==> src/rtl/atomic_mem_sequencer.sv <==
// atomic_mem_sequencer
//   Sequences word-sized data-memory requests (LOAD, STORE, LR, SC and the RV32A
//   read-modify-write AMOs) for the barrel core. One request is in flight at a time;
//   every accepted request produces exactly one response tagged with its hart.
//
// Ports
//   clk, reset            clock, synchronous active-high reset
//   i_req_*/o_req_ready   request handshake (accepted when valid && ready)
//   o_mem_*/i_mem_rdata   single-port data memory; read data arrives one cycle after
//                         the read strobe
//   o_rs_*/i_sc_success   reservation-set control; i_sc_success is registered by the
//                         reservation set and valid the cycle after o_rs_store_cond_op
//   o_resp_*              one-cycle response pulse, no backpressure
module atomic_mem_sequencer #(
  parameter int unsigned NUM_THREADS = 16,
  parameter int unsigned ADDR_WIDTH  = 12,
  parameter int unsigned DATA_WIDTH  = 32,
  localparam int unsigned HART_W     = $clog2(NUM_THREADS)
) (
  input  logic                  clk,
  input  logic                  reset,
  // request
  input  logic                  i_req_valid,
  output logic                  o_req_ready,
  input  logic [3:0]            i_req_op,
  input  logic [ADDR_WIDTH-1:0] i_req_addr,
  input  logic [DATA_WIDTH-1:0] i_req_wdata,
  input  logic [HART_W-1:0]     i_req_hartid,
  // data memory
  output logic                  o_mem_en,
  output logic                  o_mem_we,
  output logic [ADDR_WIDTH-1:0] o_mem_addr,
  output logic [DATA_WIDTH-1:0] o_mem_wdata,
  input  logic [DATA_WIDTH-1:0] i_mem_rdata,
  // reservation set
  output logic [ADDR_WIDTH-1:0] o_rs_addr,
  output logic                  o_rs_store_op,
  output logic                  o_rs_store_cond_op,
  output logic                  o_rs_load_reserved_op,
  output logic [HART_W-1:0]     o_rs_mhartid,
  input  logic                  i_sc_success,
  // response
  output logic                  o_resp_valid,
  output logic [DATA_WIDTH-1:0] o_resp_data,
  output logic [HART_W-1:0]     o_resp_hartid,
  output logic                  o_resp_err
);

  localparam logic [3:0] OpLoad  = 4'd0;
  localparam logic [3:0] OpStore = 4'd1;
  localparam logic [3:0] OpLr    = 4'd2;
  localparam logic [3:0] OpSc    = 4'd3;
  localparam logic [3:0] OpSwap  = 4'd4;
  localparam logic [3:0] OpAdd   = 4'd5;
  localparam logic [3:0] OpXor   = 4'd6;
  localparam logic [3:0] OpAnd   = 4'd7;
  localparam logic [3:0] OpOr    = 4'd8;
  localparam logic [3:0] OpMin   = 4'd9;
  localparam logic [3:0] OpMax   = 4'd10;
  localparam logic [3:0] OpMinu  = 4'd11;
  localparam logic [3:0] OpMaxu  = 4'd12;

  typedef enum logic [2:0] {
    StIdle,
    StRd,
    StRdw,
    StWr,
    StSc,
    StScr,
    StRsp
  } state_e;

  state_e                state_q, state_d;
  logic [3:0]            op_q, op_d;
  logic [ADDR_WIDTH-1:0] addr_q, addr_d;
  // Holds the request operand, and is overwritten with the AMO result once the old
  // value is known, so WR always writes this register.
  logic [DATA_WIDTH-1:0] wdata_q, wdata_d;
  logic [HART_W-1:0]     hartid_q, hartid_d;
  logic [DATA_WIDTH-1:0] resp_data_q, resp_data_d;
  logic                  err_q, err_d;

  function automatic logic is_amo(input logic [3:0] op);
    return (op >= OpSwap) && (op <= OpMaxu);
  endfunction

  function automatic logic is_legal(input logic [3:0] op);
    return op <= OpMaxu;
  endfunction

  function automatic logic [DATA_WIDTH-1:0] amo_result(input logic [3:0]            op,
                                                       input logic [DATA_WIDTH-1:0] old_val,
                                                       input logic [DATA_WIDTH-1:0] operand);
    logic                  s_lt, s_gt, u_lt, u_gt;
    logic [DATA_WIDTH-1:0] res;
    s_lt = $signed(operand) < $signed(old_val);
    s_gt = $signed(operand) > $signed(old_val);
    u_lt = operand < old_val;
    u_gt = operand > old_val;
    res  = old_val;
    case (op)
      OpSwap:  res = operand;
      OpAdd:   res = old_val + operand;
      OpXor:   res = old_val ^ operand;
      OpAnd:   res = old_val & operand;
      OpOr:    res = old_val | operand;
      // Strict compares so that equal values keep the old word.
      OpMin:   res = s_lt ? operand : old_val;
      OpMax:   res = s_gt ? operand : old_val;
      OpMinu:  res = u_lt ? operand : old_val;
      OpMaxu:  res = u_gt ? operand : old_val;
      default: res = old_val;
    endcase
    return res;
  endfunction

  // State register
  always_ff @(posedge clk) begin
    if (reset) begin
      state_q <= StIdle;
    end else begin
      state_q <= state_d;
    end
  end

  // Next-state logic
  always_comb begin
    state_d = state_q;
    unique case (state_q)
      StIdle: begin
        if (i_req_valid) begin
          if (!is_legal(i_req_op)) begin
            state_d = StRsp;
          end else if (i_req_op == OpStore) begin
            state_d = StWr;
          end else if (i_req_op == OpSc) begin
            state_d = StSc;
          end else begin
            state_d = StRd;
          end
        end
      end
      StRd:    state_d = StRdw;
      StRdw:   state_d = is_amo(op_q) ? StWr : StRsp;
      StWr:    state_d = StRsp;
      StSc:    state_d = StScr;
      StScr:   state_d = i_sc_success ? StWr : StRsp;
      StRsp:   state_d = StIdle;
      default: state_d = StIdle;
    endcase
  end

  // Request latch and datapath next-state
  always_comb begin
    op_d        = op_q;
    addr_d      = addr_q;
    wdata_d     = wdata_q;
    hartid_d    = hartid_q;
    resp_data_d = resp_data_q;
    err_d       = err_q;
    unique case (state_q)
      StIdle: begin
        if (i_req_valid) begin
          op_d        = i_req_op;
          addr_d      = i_req_addr;
          wdata_d     = i_req_wdata;
          hartid_d    = i_req_hartid;
          resp_data_d = '0;
          err_d       = !is_legal(i_req_op);
        end
      end
      StRdw: begin
        // Old word is the response for LOAD, LR and every AMO.
        resp_data_d = i_mem_rdata;
        if (is_amo(op_q)) begin
          wdata_d = amo_result(op_q, i_mem_rdata, wdata_q);
        end
      end
      StScr: begin
        // SC reports 0 on success, 1 on failure.
        resp_data_d = {{(DATA_WIDTH-1){1'b0}}, ~i_sc_success};
      end
      default: ;
    endcase
  end

  always_ff @(posedge clk) begin
    if (reset) begin
      op_q        <= OpLoad;
      addr_q      <= '0;
      wdata_q     <= '0;
      hartid_q    <= '0;
      resp_data_q <= '0;
      err_q       <= 1'b0;
    end else begin
      op_q        <= op_d;
      addr_q      <= addr_d;
      wdata_q     <= wdata_d;
      hartid_q    <= hartid_d;
      resp_data_q <= resp_data_d;
      err_q       <= err_d;
    end
  end

  // Outputs: decoded from registered state and latched request only
  always_comb begin
    o_req_ready           = (state_q == StIdle);
    o_mem_en              = (state_q == StRd) || (state_q == StWr);
    o_mem_we              = (state_q == StWr);
    o_mem_addr            = addr_q;
    o_mem_wdata           = (state_q == StWr) ? wdata_q : '0;
    o_rs_addr             = addr_q;
    o_rs_mhartid          = hartid_q;
    o_rs_store_op         = (state_q == StWr);
    o_rs_store_cond_op    = (state_q == StSc);
    o_rs_load_reserved_op = (state_q == StRd) && (op_q == OpLr);
    o_resp_valid          = (state_q == StRsp);
    o_resp_data           = (state_q == StRsp) ? resp_data_q : '0;
    o_resp_hartid         = hartid_q;
    o_resp_err            = (state_q == StRsp) && err_q;
  end

endmodule

==> config.mk <==
export PLATFORM = sky130hd
export DESIGN_NAME = atomic_mem_sequencer
export DESIGN_NICKNAME = d
export VERILOG_FILES = /design/src/rtl/atomic_mem_sequencer.sv
export SDC_FILE = /design/constraint.sdc
export NUM_CORES = 1
export LEC_CHECK = 0
export BUFFER_PORTS_ARGS = -buffer_cell sky130_fd_sc_hd__buf_2
export CAP_MARGIN = 15
export CORE_ASPECT_RATIO = 0.8
export CORE_MARGIN = 2
export CORE_UTILIZATION = 58
export CTS_CLUSTER_SIZE = 24
export DETAILED_ROUTE_END_ITERATION = 6
export PLACE_DENSITY = 0.92
export SLEW_MARGIN = 20
export SYNTH_ARGS = -nofsm -noshare
export SYNTH_HDL_FRONTEND = slang
export SYNTH_SLANG_ARGS = --single-unit
==> constraint.sdc <==
create_clock -name clk -period 4.6 [get_ports clk]
set_clock_uncertainty 0.05 [all_clocks]
set_input_delay 0.23 -clock clk [delete_from_list [all_inputs] [get_ports clk]]
set_output_delay 0.23 -clock clk [all_outputs]
set_load 0.01 [all_outputs]
==> results_dict.tcl, run 1 <==
set metrics [dict create \
    synthFlopType "dfxtp_1" \
    cp_num_buf_inv 2 \
    ir_drop_mv 0.243 \
    yosys-top-cells-count "nor2_1, nand2_1, a21oi_1" \
    max_freq_mhz 282 \
    root_buffer "clkbuf_16" \
    final.setup.tns_ns 0 \
    crit_cells 11 \
    syn_to_final_growth_pct 13.1 \
    fp.dieH_um 112 \
    drc 2 \
    wire_per_inst_um 18.3 \
    synth_edf_count 0 \
    reg2regPathDepth 11 \
    wirelength_mm 26.5 \
    yosysUniqueCellTypes 77 \
    core_sq_um 14200 \
    grt.total_usage_pct 33.1 \
    diodes 0 \
    finalPower_uw 3600 \
    clkSlewWorstSetupHoldPaths_ns 0.07 \
    final.min_clock_period_ns 3.55 \
    cts_made_buffers 9 \
    path_cells "inv_1 -> ha_1 -> or4_4 -> nor3_2 -> a21boi_1 -> o41ai_1 -> o2bb2ai_1 -> a21oi_4 -> buf_4 -> nor2_1 -> a32o_1" \
    yosysTopAreaCell "dfxtp_1" \
    grt_pass1_wl_mm 42.4 \
    r2r-end "wdata_q[21]" \
    start_kind "flip-flop" \
    drt_iter0_drc 1042 \
    post_cts_resized 0 \
    worstMarginPinSlew_ns 1.10 \
    num-nets-final 1440 \
    power_leakage_uw 0.00440 \
    overflow 0 \
    fin_crit_sh_pct 77.1 \
    avgSynthCellArea_sq_um 7.32 \
    end_kind "flip-flop" \
    ys_ff_latch 88 \
    synth-async-reset-ratio_pct 0 \
    initial_core_util_pct 59.1 \
    power.density_nw_per_um2 379 \
    final_cell_area_sq_um 9500 \
    cts_setup_buffers 0 \
    cts.sinks 88 \
    synthesis.area_sq_um 8400 \
    finalSetupViolCount 0 \
    synth_most_common_cell "nor2_1" \
    cts_tree "done" \
    finalWeightedCongestion 1.03 \
    std_cell_rows 39 \
    die_area_sq_um 15500 \
    yosys-top-cells-area "dfxtp_1, ha_1, a21oi_1, nor2_1, nand2_1" \
    dr.pass1.iters 7 \
    dpl_cell_area_sq_um 9200 \
    vias_per_cell 6.27 \
    yosysSeqAreaShare_pct 21.0 \
    synth_fp_nets 1332 \
    grt_pass1_vias 8460 \
    min_path_type "in2reg" \
    fill_cells 1203 \
    io_buffers 191 \
    violations "DRC" \
    crit_arrival_ns 3.76 \
    crit_end "wdata_q[21]" \
    htree_num_levels 3 \
    drive_above_1_share_pct 19.5 \
    grt_max_degree 95 \
    crit_type "reg2reg" \
    slew_headroom_pct 26.3 \
    r2r-start "wdata_q[15]" \
    cp.required_ns 4.81 \
    rsz0062_at_grt "false" \
    vias 9059 \
    ant_nets 0 \
    yosysWarnings 0 \
    finalMaxSlewViolations 0 \
    hold_buffers 0 \
    path_max_fanout 25 \
    place_ws_ns 1.12 \
    slowest_stage "or4_4" \
    max_stage_delay_ns 0.61 \
    maxCapViolations 0 \
    clk_latency_ns 0.37 \
    boundaryPins 192 \
    yosysTopAreaCellShare_pct 21.0 \
    antenna_found_initial 0 \
    cts_max_path_buffers 2 \
    cp_top_family "compound AO/OA/AOI/OAI gates" \
    syn_inst 1147 \
    crit_start "wdata_q[15]" \
    rrSetupSlack_ns 1.05 \
    setup_ws_ns 1.05 \
    status "finished with violations" \
    die_w_um 139 \
    hold_viol_final 0 \
    dp_hpwl_mm 18.6 \
]
[worst min-delay path: cells and delay by family]
family	cells	cell delay (ns)
buf+inv	1	0.09
simple gates	1	0.04
compound gates	1	0.05
[logic make-up after synthesis]
family	share of synthesized area [%]
AND/OR/NAND/NOR	22.3
AO/OA/AOI/OAI	29.5
buffers and inverters	9.88
adder cells (fa/ha/maj)	14.5
flip-flops	21.0
XOR/XNOR	1.98
multiplexers	0.864
[final cells by class]
class	instances	area, sq um	area share, %
Multi-Input combinational cell	866	5820	61.2
Tap cell	184	230	2.42
Timing Repair Buffer	208	1090	11.4
Sequential cell	88	1760	18.5
Clock inverter	6	70.1	0.738
Inverter	82	308	3.24
Clock buffer	10	229	2.41
[how the worst min path moves through the flow]
stage / start / endpoint / slack [ns] / cells after the start
finish: i_req_addr[7] / o_mem_addr[7] / 0.05 / 3
global route: i_req_addr[7] / o_mem_addr[7] / 0.05 / 3
CTS: i_req_addr[10] / o_mem_addr[10] / 0.04 / 3
detailed placement: err_q / err_q / 0.40 / 2
global placement: err_q / err_q / 0.39 / 2
floorplan: i_req_op[2] / op_q[2] / 0.32 / 2
[registers in the layout (all words and copies together) (netlist names)]
| name | count |
|---|---|
| resp_data_q | 32 |
| wdata_q | 32 |
| o_mem_addr | 12 |
| o_resp_hartid | 4 |
| op_q | 4 |
| state_q | 3 |
| err_q | 1 |
[power by group]
group / switching (uW) / internal (uW)
Clock: 344 / 428
Sequential: 117 / 885
Combinational: 1190 / 635
Total: 1650 / 1950
[layout by cell type, fill, tap and decap left out, drive strengths merged, types with 13 or more instances in the layout]
master,count
dfxtp,88
nor2,117
nand3,14
nor4,42
nand2,105
a22oi,35
a221oi,29
o211ai,25
a21oi,98
ha,96
nor3,13
a211oi,19
inv,86
o21ai,53
nor2b,15
a21o,17
and2,40
buf,208
[per-stage QoR]
step	instances	hold slack (ns)	util (%)
after detailed placement	1428	0.402	64.8
final	1444	0.0470	66.9
after CTS	1444	0.0442	66.9
after global placement	1428	0.394	64.8
after global routing	1444	0.0477	66.9
after floorplan	1147	0.316	-
[layer usage]
metal,share of wire [%],GRT usage [%]
met4,2.3,10.5
met3,11,7.31
met1,43,45.3
met2,44,52.3
met5,0,0
Power figures use the tool's default switching activity.
==> run 2: changes to the inputs <==
--- a/config.mk
+++ b/config.mk
@@ -5,14 +5,15 @@
 export SDC_FILE = /design/constraint.sdc
 export NUM_CORES = 1
 export LEC_CHECK = 0
+export ABC_AREA = 1
 export BUFFER_PORTS_ARGS = -buffer_cell sky130_fd_sc_hd__buf_2
 export CAP_MARGIN = 15
 export CORE_ASPECT_RATIO = 0.8
 export CORE_MARGIN = 2
-export CORE_UTILIZATION = 58
+export CORE_UTILIZATION = 56
 export CTS_CLUSTER_SIZE = 24
 export DETAILED_ROUTE_END_ITERATION = 6
-export PLACE_DENSITY = 0.92
+export PLACE_DENSITY = 0.89
 export SLEW_MARGIN = 20
 export SYNTH_ARGS = -nofsm -noshare
 export SYNTH_HDL_FRONTEND = slang
==> constraint.sdc (replaced) <==
create_clock -name clk -period 3.6 [get_ports clk]
set_clock_uncertainty 0.05 [all_clocks]
set_input_delay 0.18 -clock clk [delete_from_list [all_inputs] [get_ports clk]]
set_output_delay 0.18 -clock clk [all_outputs]
set_load 0.01 [all_outputs]
==> results_dict.tcl, run 2 <==
set metrics [dict create \
    swShare_pct 51.1 \
    cp_top_family "simple AND/OR/NAND/NOR gates" \
    antenna_found_initial 0 \
    syn_to_final_growth_pct 15.6 \
    yosysTopAreaCell "dfxtp_1" \
    core_sq_um 15000 \
    post_synth_and_or_nand_nor_area_fraction_pct 34.0 \
    cts_made_buffers 9 \
    drt_iter0_drc 826 \
    comb_power_share_pct 58.3 \
    synth_most_common_cell "nand2_1" \
    hold_ws_ns 0.0195 \
    htree_num_levels 3 \
    syn_inst 1457 \
    cts_setup_buffers 0 \
    overflow 0 \
    finalSetupViolCount 0 \
    dp_hpwl_mm 20.2 \
    final_common_cell "nand2_1" \
    finalMaxSlewViolations 0 \
    synthMuxAreaShare_pct 0 \
    wirelength_mm 27.7 \
    finalWeightedCongestion 1.02 \
    yosysTopAreaCellShare_pct 20.4 \
    die_area_sq_um 16400 \
    worstMarginPinSlew_ns 1.10 \
    fp.dieH_um 115 \
    hold_depth 3 \
    power_leakage_uw 0.00515 \
    cts_tree "done" \
    grt_max_degree 62 \
    diodes 0 \
    yosys-top-cells-area "dfxtp_1, nand2_1, ha_1, nor2_1, inv_1" \
    power.density_nw_per_um2 561 \
    drive_above_1_share_pct 15.8 \
    p_seq_share_pct 24.8 \
    hold_buffers 12 \
    yosysUniqueCellTypes 46 \
    synth-async-reset-ratio_pct 0 \
    cp.required_ns 3.86 \
    crit_arrival_ns 3.18 \
    rrSetupSlack_ns 0.67 \
    r2r-start "op_q[2]" \
    multi_input_area_sq_um 5680 \
    wire_per_inst_um 15.3 \
    clkPwrFrac_pct 16.9 \
    r2r-end "wdata_q[11]" \
    ir_drop_mv 0.536 \
    path_max_fanout 17 \
    grt_pass1_vias 8905 \
    min_from "i_req_addr[5]" \
    grt_pass1_wl_mm 43.7 \
    power.internal_uw 2730 \
    start_kind "flip-flop" \
    crit_top_cell "nor2_1" \
    switchingPower_uw 2850 \
    cts.sinks 88 \
    ant_nets 0 \
    yosys-top-cells-count "nand2_1, nor2_1, inv_1" \
    dr.pass1.iters 6 \
    boundaryPins 192 \
    rsz0062_at_grt "false" \
    post_synth_xor_area_fraction_pct 0 \
    initial_core_util_pct 57.4 \
    min_path_type "in2reg" \
    synthFlopType "dfxtp_1" \
    clkSlewWorstSetupHoldPaths_ns 0.08 \
    mostFrequentLayoutCells "nand2_1, nor2_1, inv_1" \
    fin_crit_sh_pct 81.3 \
    root_buffer "clkbuf_16" \
    synth_top_family_by_area "simple AND/OR/NAND/NOR gates" \
    hold_viol_final 0 \
    max_stage_delay_ns 0.80 \
    avgSynthCellArea_sq_um 5.91 \
    cp_num_buf_inv 3 \
    slowest_stage "nor2_1" \
    yosysWarnings 0 \
    grt.total_usage_pct 33.1 \
    vias_per_cell 5.46 \
    status "completed" \
    synth_edf_count 0 \
    synth_fp_nets 1642 \
    fill_cells 1418 \
    io_buffers 191 \
    synth_fa_ha_area_share_pct 14.2 \
    reg2regPathDepth 12 \
    stdcell_count 1808 \
    yosysSeqAreaShare_pct 20.4 \
    end_kind "flip-flop" \
    drc 0 \
    cts_max_path_buffers 2 \
    clk_latency_ns 0.36 \
    slew_headroom_pct 26.3 \
    synthesis.area_sq_um 8620 \
    seqCellArea_sq_um 1760 \
    synth_compound_area_share_pct 17.7 \
    final.setup.tns_ns 0 \
    num-nets-final 1799 \
    std_cell_rows 40 \
    path_cells "inv_1 -> nor2_1 -> inv_1 -> nor2_1 -> inv_2 -> o22ai_1 -> a21oi_1 -> nand3_1 -> nand2_1 -> o21ai_0 -> nor2_1 -> nor2_1" \
    vias 9864 \
    die_w_um 143 \
    ys_ff_latch 88 \
    post-place-cells 1779 \
    final.min_clock_period_ns 2.93 \
    post_cts_resized 0 \
    max_freq_mhz 342 \
    crit_type "reg2reg" \
    min_to "o_mem_addr[5]" \
    crit_cells 12 \
    maxCapViolations 0 \
]
==> run 2: cell count changes in the layout (fill, tap and decap cells not counted), sizes merged, moves of 21 or more <==
cell / change
o21ai: +42
nand2: +263
o211ai: -21
a22oi: -35
nor4: -37
nor2: +137
nand3: +50
and2: -39
inv: +123
==> run 2: through the flow <==
| step | utilization (%) | area, sq um | power [uW] | setup slack (ns) |
|---|---|---|---|---|
| 2_1_floorplan | - | 8620 | 3760 | 1.25 |
| 3_3_place_gp | 63.6 | 9550 | 4470 | 0.831 |
| 3_5_place_dp | 63.6 | 9550 | 4540 | 0.805 |
| 4_1_cts | 66.3 | 9950 | 5520 | 0.766 |
| 5_1_grt | 66.4 | 9960 | 6050 | 0.411 |
| 6_report | 66.4 | 9960 | 5590 | 0.673 |
==> run 2: metal layers <==
layer,part of all wire (%),GRT usage (%)
met4,2.3,9.44
met3,9.1,6.58
met2,44,52.9
met1,45,45.4
met5,0,0
==> run 2: worst max-delay path by stage <==
stage | from | end | slack [ns]
finish | op_q[2] | wdata_q[11] | 0.67
global route | wdata_q[3] | wdata_q[9] | 0.41
CTS | wdata_q[0] | wdata_q[28] | 0.77
detailed placement | op_q[2] | wdata_q[11] | 0.80
global placement | wdata_q[0] | wdata_q[12] | 0.83
floorplan | wdata_q[0] | wdata_q[14] | 1.25
==> run 2: cell families (layout without fill, tap and decap cells) <==
logic type / after synthesis / count (layout)
adder cells (fa/ha/maj): 97 / 97
flip-flops: 88 / 88
buffers and inverters: 282 / 444
AND/OR/NAND/NOR: 722 / 722
AO/OA/AOI/OAI: 268 / 268
==> run 2: worst min-delay path, stage by stage <==
cell	delay, ns
buf_2	0.07
nor2_1	0.04
nor2_1	0.10
==> run 2: power groups by stage <==
stage	Sequential (uW)	Clock (uW)	Combinational [uW]
final	1380	946	3260
after global routing	1410	988	3650
after CTS	1370	955	3190
after detailed placement	1390	0	3150
after global placement	1380	0	3090
after floorplan	1380	0	2380
==> run 2: area by class of cell <==
cell class / count / area share (%)
Multi-Input combinational cell: 1087 / 57.1
Sequential cell: 88 / 17.7
Timing Repair Buffer: 221 / 12.2
Inverter: 207 / 7.84
Tap cell: 189 / 2.37
Clock buffer: 9 / 2.26
Clock inverter: 7 / 0.615
==> run 3: changes to the inputs <==
==> constraint.sdc (replaced) <==
create_clock -name clk -period 2.95 [get_ports clk]
set_clock_uncertainty 0.05 [all_clocks]
set_input_delay 0.1475 -clock clk [delete_from_list [all_inputs] [get_ports clk]]
set_output_delay 0.1475 -clock clk [all_outputs]
set_load 0.01 [all_outputs]
==> results_dict.tcl, run 3 (synthesis gave the netlist of run 2 again) <==
set metrics [dict create \
    hold_viol_final 0 \
    cts_made_buffers 9 \
    vias 10000 \
    fp.dieH_um 115 \
    die_w_um 143 \
    drc 0 \
    io_buffers 191 \
    drive_above_1_share_pct 16.7 \
    cp_top_family "simple AND/OR/NAND/NOR gates" \
    std_cell_rows 40 \
    max_stage_delay_ns 0.39 \
    antenna_found_initial 0 \
    wirelength_mm 28.4 \
    syn_to_final_growth_pct 17.8 \
    reg2regPathDepth 16 \
    wire_per_inst_um 15.6 \
    r2r-end "wdata_q[14]" \
    grt_pass1_wl_mm 44.5 \
    power.density_nw_per_um2 692 \
    finalWeightedCongestion 0.986 \
    finalMaxSlewViolations 0 \
    grt.total_usage_pct 33.8 \
    crit_cells 16 \
    slowest_stage "fa_1" \
    worstMarginPinSlew_ns 0.695 \
    power_leakage_uw 0.00524 \
    cts_tree "done" \
    crit_start "wdata_q[0]" \
    final.setup.tns_ns 0 \
    diodes 0 \
    ir_drop_mv 0.575 \
    start_kind "flip-flop" \
    end_kind "flip-flop" \
    r2r-start "wdata_q[0]" \
    dr.pass1.iters 6 \
    boundaryPins 192 \
    clkSlewWorstSetupHoldPaths_ns 0.08 \
    cp_num_buf_inv 1 \
    core_sq_um 15000 \
    path_cells "ha_1 -> fa_1 -> nand2_1 -> nand2_1 -> nand2_1 -> nand2_2 -> a21boi_2 -> buf_4 -> o21ai_2 -> or2_2 -> nand3_1 -> a21oi_1 -> o21ai_0 -> nand2_1 -> nor2_1 -> nor2_1" \
    ant_nets 0 \
    finalSetupViolCount 0 \
    crit_arrival_ns 2.98 \
    drt_iter0_drc 913 \
    status "completed" \
    num-nets-final 1813 \
    die_area_sq_um 16400 \
    htree_num_levels 3 \
    final_common_cell "nand2_1" \
    final.min_clock_period_ns 2.77 \
    grt_pass1_vias 9079 \
    rrSetupSlack_ns 0.18 \
    crit_type "reg2reg" \
    cts.sinks 88 \
    grt_max_degree 56 \
    maxCapViolations 0 \
    dp_hpwl_mm 20.6 \
    setup_ws_ns 0.184 \
    root_buffer "clkbuf_16" \
    min_path_type "in2reg" \
    mostFrequentLayoutCells "nand2_1, nor2_1, inv_1" \
    overflow 0 \
    cts_max_path_buffers 2 \
    crit_top_cell "nand2_1" \
    cp.required_ns 3.16 \
    clk_latency_ns 0.37 \
    finalPower_uw 7030 \
    max_freq_mhz 362 \
    slew_headroom_pct 53.6 \
    crit_end "wdata_q[14]" \
    initial_core_util_pct 57.4 \
    place_ws_ns 0.0737 \
    fin_crit_sh_pct 93.8 \
    hold_ws_ns 0.0125 \
    vias_per_cell 5.49 \
    path_max_fanout 4 \
]
run 3: changes by cell type in the layout (fill, tap and decap cells not counted), sizes merged:
cell,delta
clkinvlp,-1
buf,+9
inv,+1
dlygate4sd3,+5
run 3: cell type report:
cell class	count	area [sq um]
clock inverter	7	81.3
timing repair buffer	235	1350
multi-input combinational	1087	5720
inverter	207	781
clock buffer	9	225
fill	1355	4860
sequential	88	1760
tap	189	236
run 3: how the worst min path moves through the flow:
stage                     from  cells after the start         endpoint  slack [ns]
2_1_floorplan    i_req_addr[0]                      2    o_mem_addr[0]        0.23
3_3_place_gp     i_req_addr[4]                      3    o_mem_addr[4]        0.32
3_5_place_dp     i_req_addr[4]                      3    o_mem_addr[4]        0.33
4_1_cts        i_mem_rdata[21]                      3  resp_data_q[21]       0.007
5_1_grt        i_mem_rdata[31]                      3  resp_data_q[31]        0.02
6_report       i_mem_rdata[21]                      3  resp_data_q[21]        0.01
run 3: repair_timing:
item / CTS / global route
pin swaps: 0 / 1
endpoints found under the setup margin: 1 / 31
gates resized for setup: 1 / 16
buffers inserted: 0 / 1
endpoints found under the hold margin: 18 / 0
hold buffers: 18 / 0
run 3: through the flow:
| stage | util [%] | std cells | instance area, sq um |
|---|---|---|---|
| floorplan | - | 1457 | 8620 |
| global placement | 64.0 | 1787 | 9610 |
| detailed placement | 64.0 | 1787 | 9610 |
| CTS | 67.2 | 1821 | 10100 |
| global route | 67.6 | 1822 | 10200 |
| finish | 67.6 | 1822 | 10200 |
run 3: layer usage:
metal  share of wire (%)  GRT usage [%]  vias up  routed length (um)
met5                   0              0        -                   0
met4                 2.3           10.8        0                 662
met3                 9.4           7.29       59                2680
met2                  43           53.7      531               12300
met1                  45           45.9     4465               12800
li1                    -              -     4951                   -
run 3: tightest hold or removal path, delay by kind of cell:
| family | cells | cell delay [ns] |
|---|---|---|
| buf+inv | 1 | 0.12 |
| simple gates | 1 | 0.06 |
| compound gates | 1 | 0.05 |
run 3: where the power goes:
group / switching [uW] / internal [uW] / leakage, uW
combinational: 2770 / 1360 / 0.00437
sequential: 226 / 1460 / 0.000723
clock: 600 / 608 / 0.000150
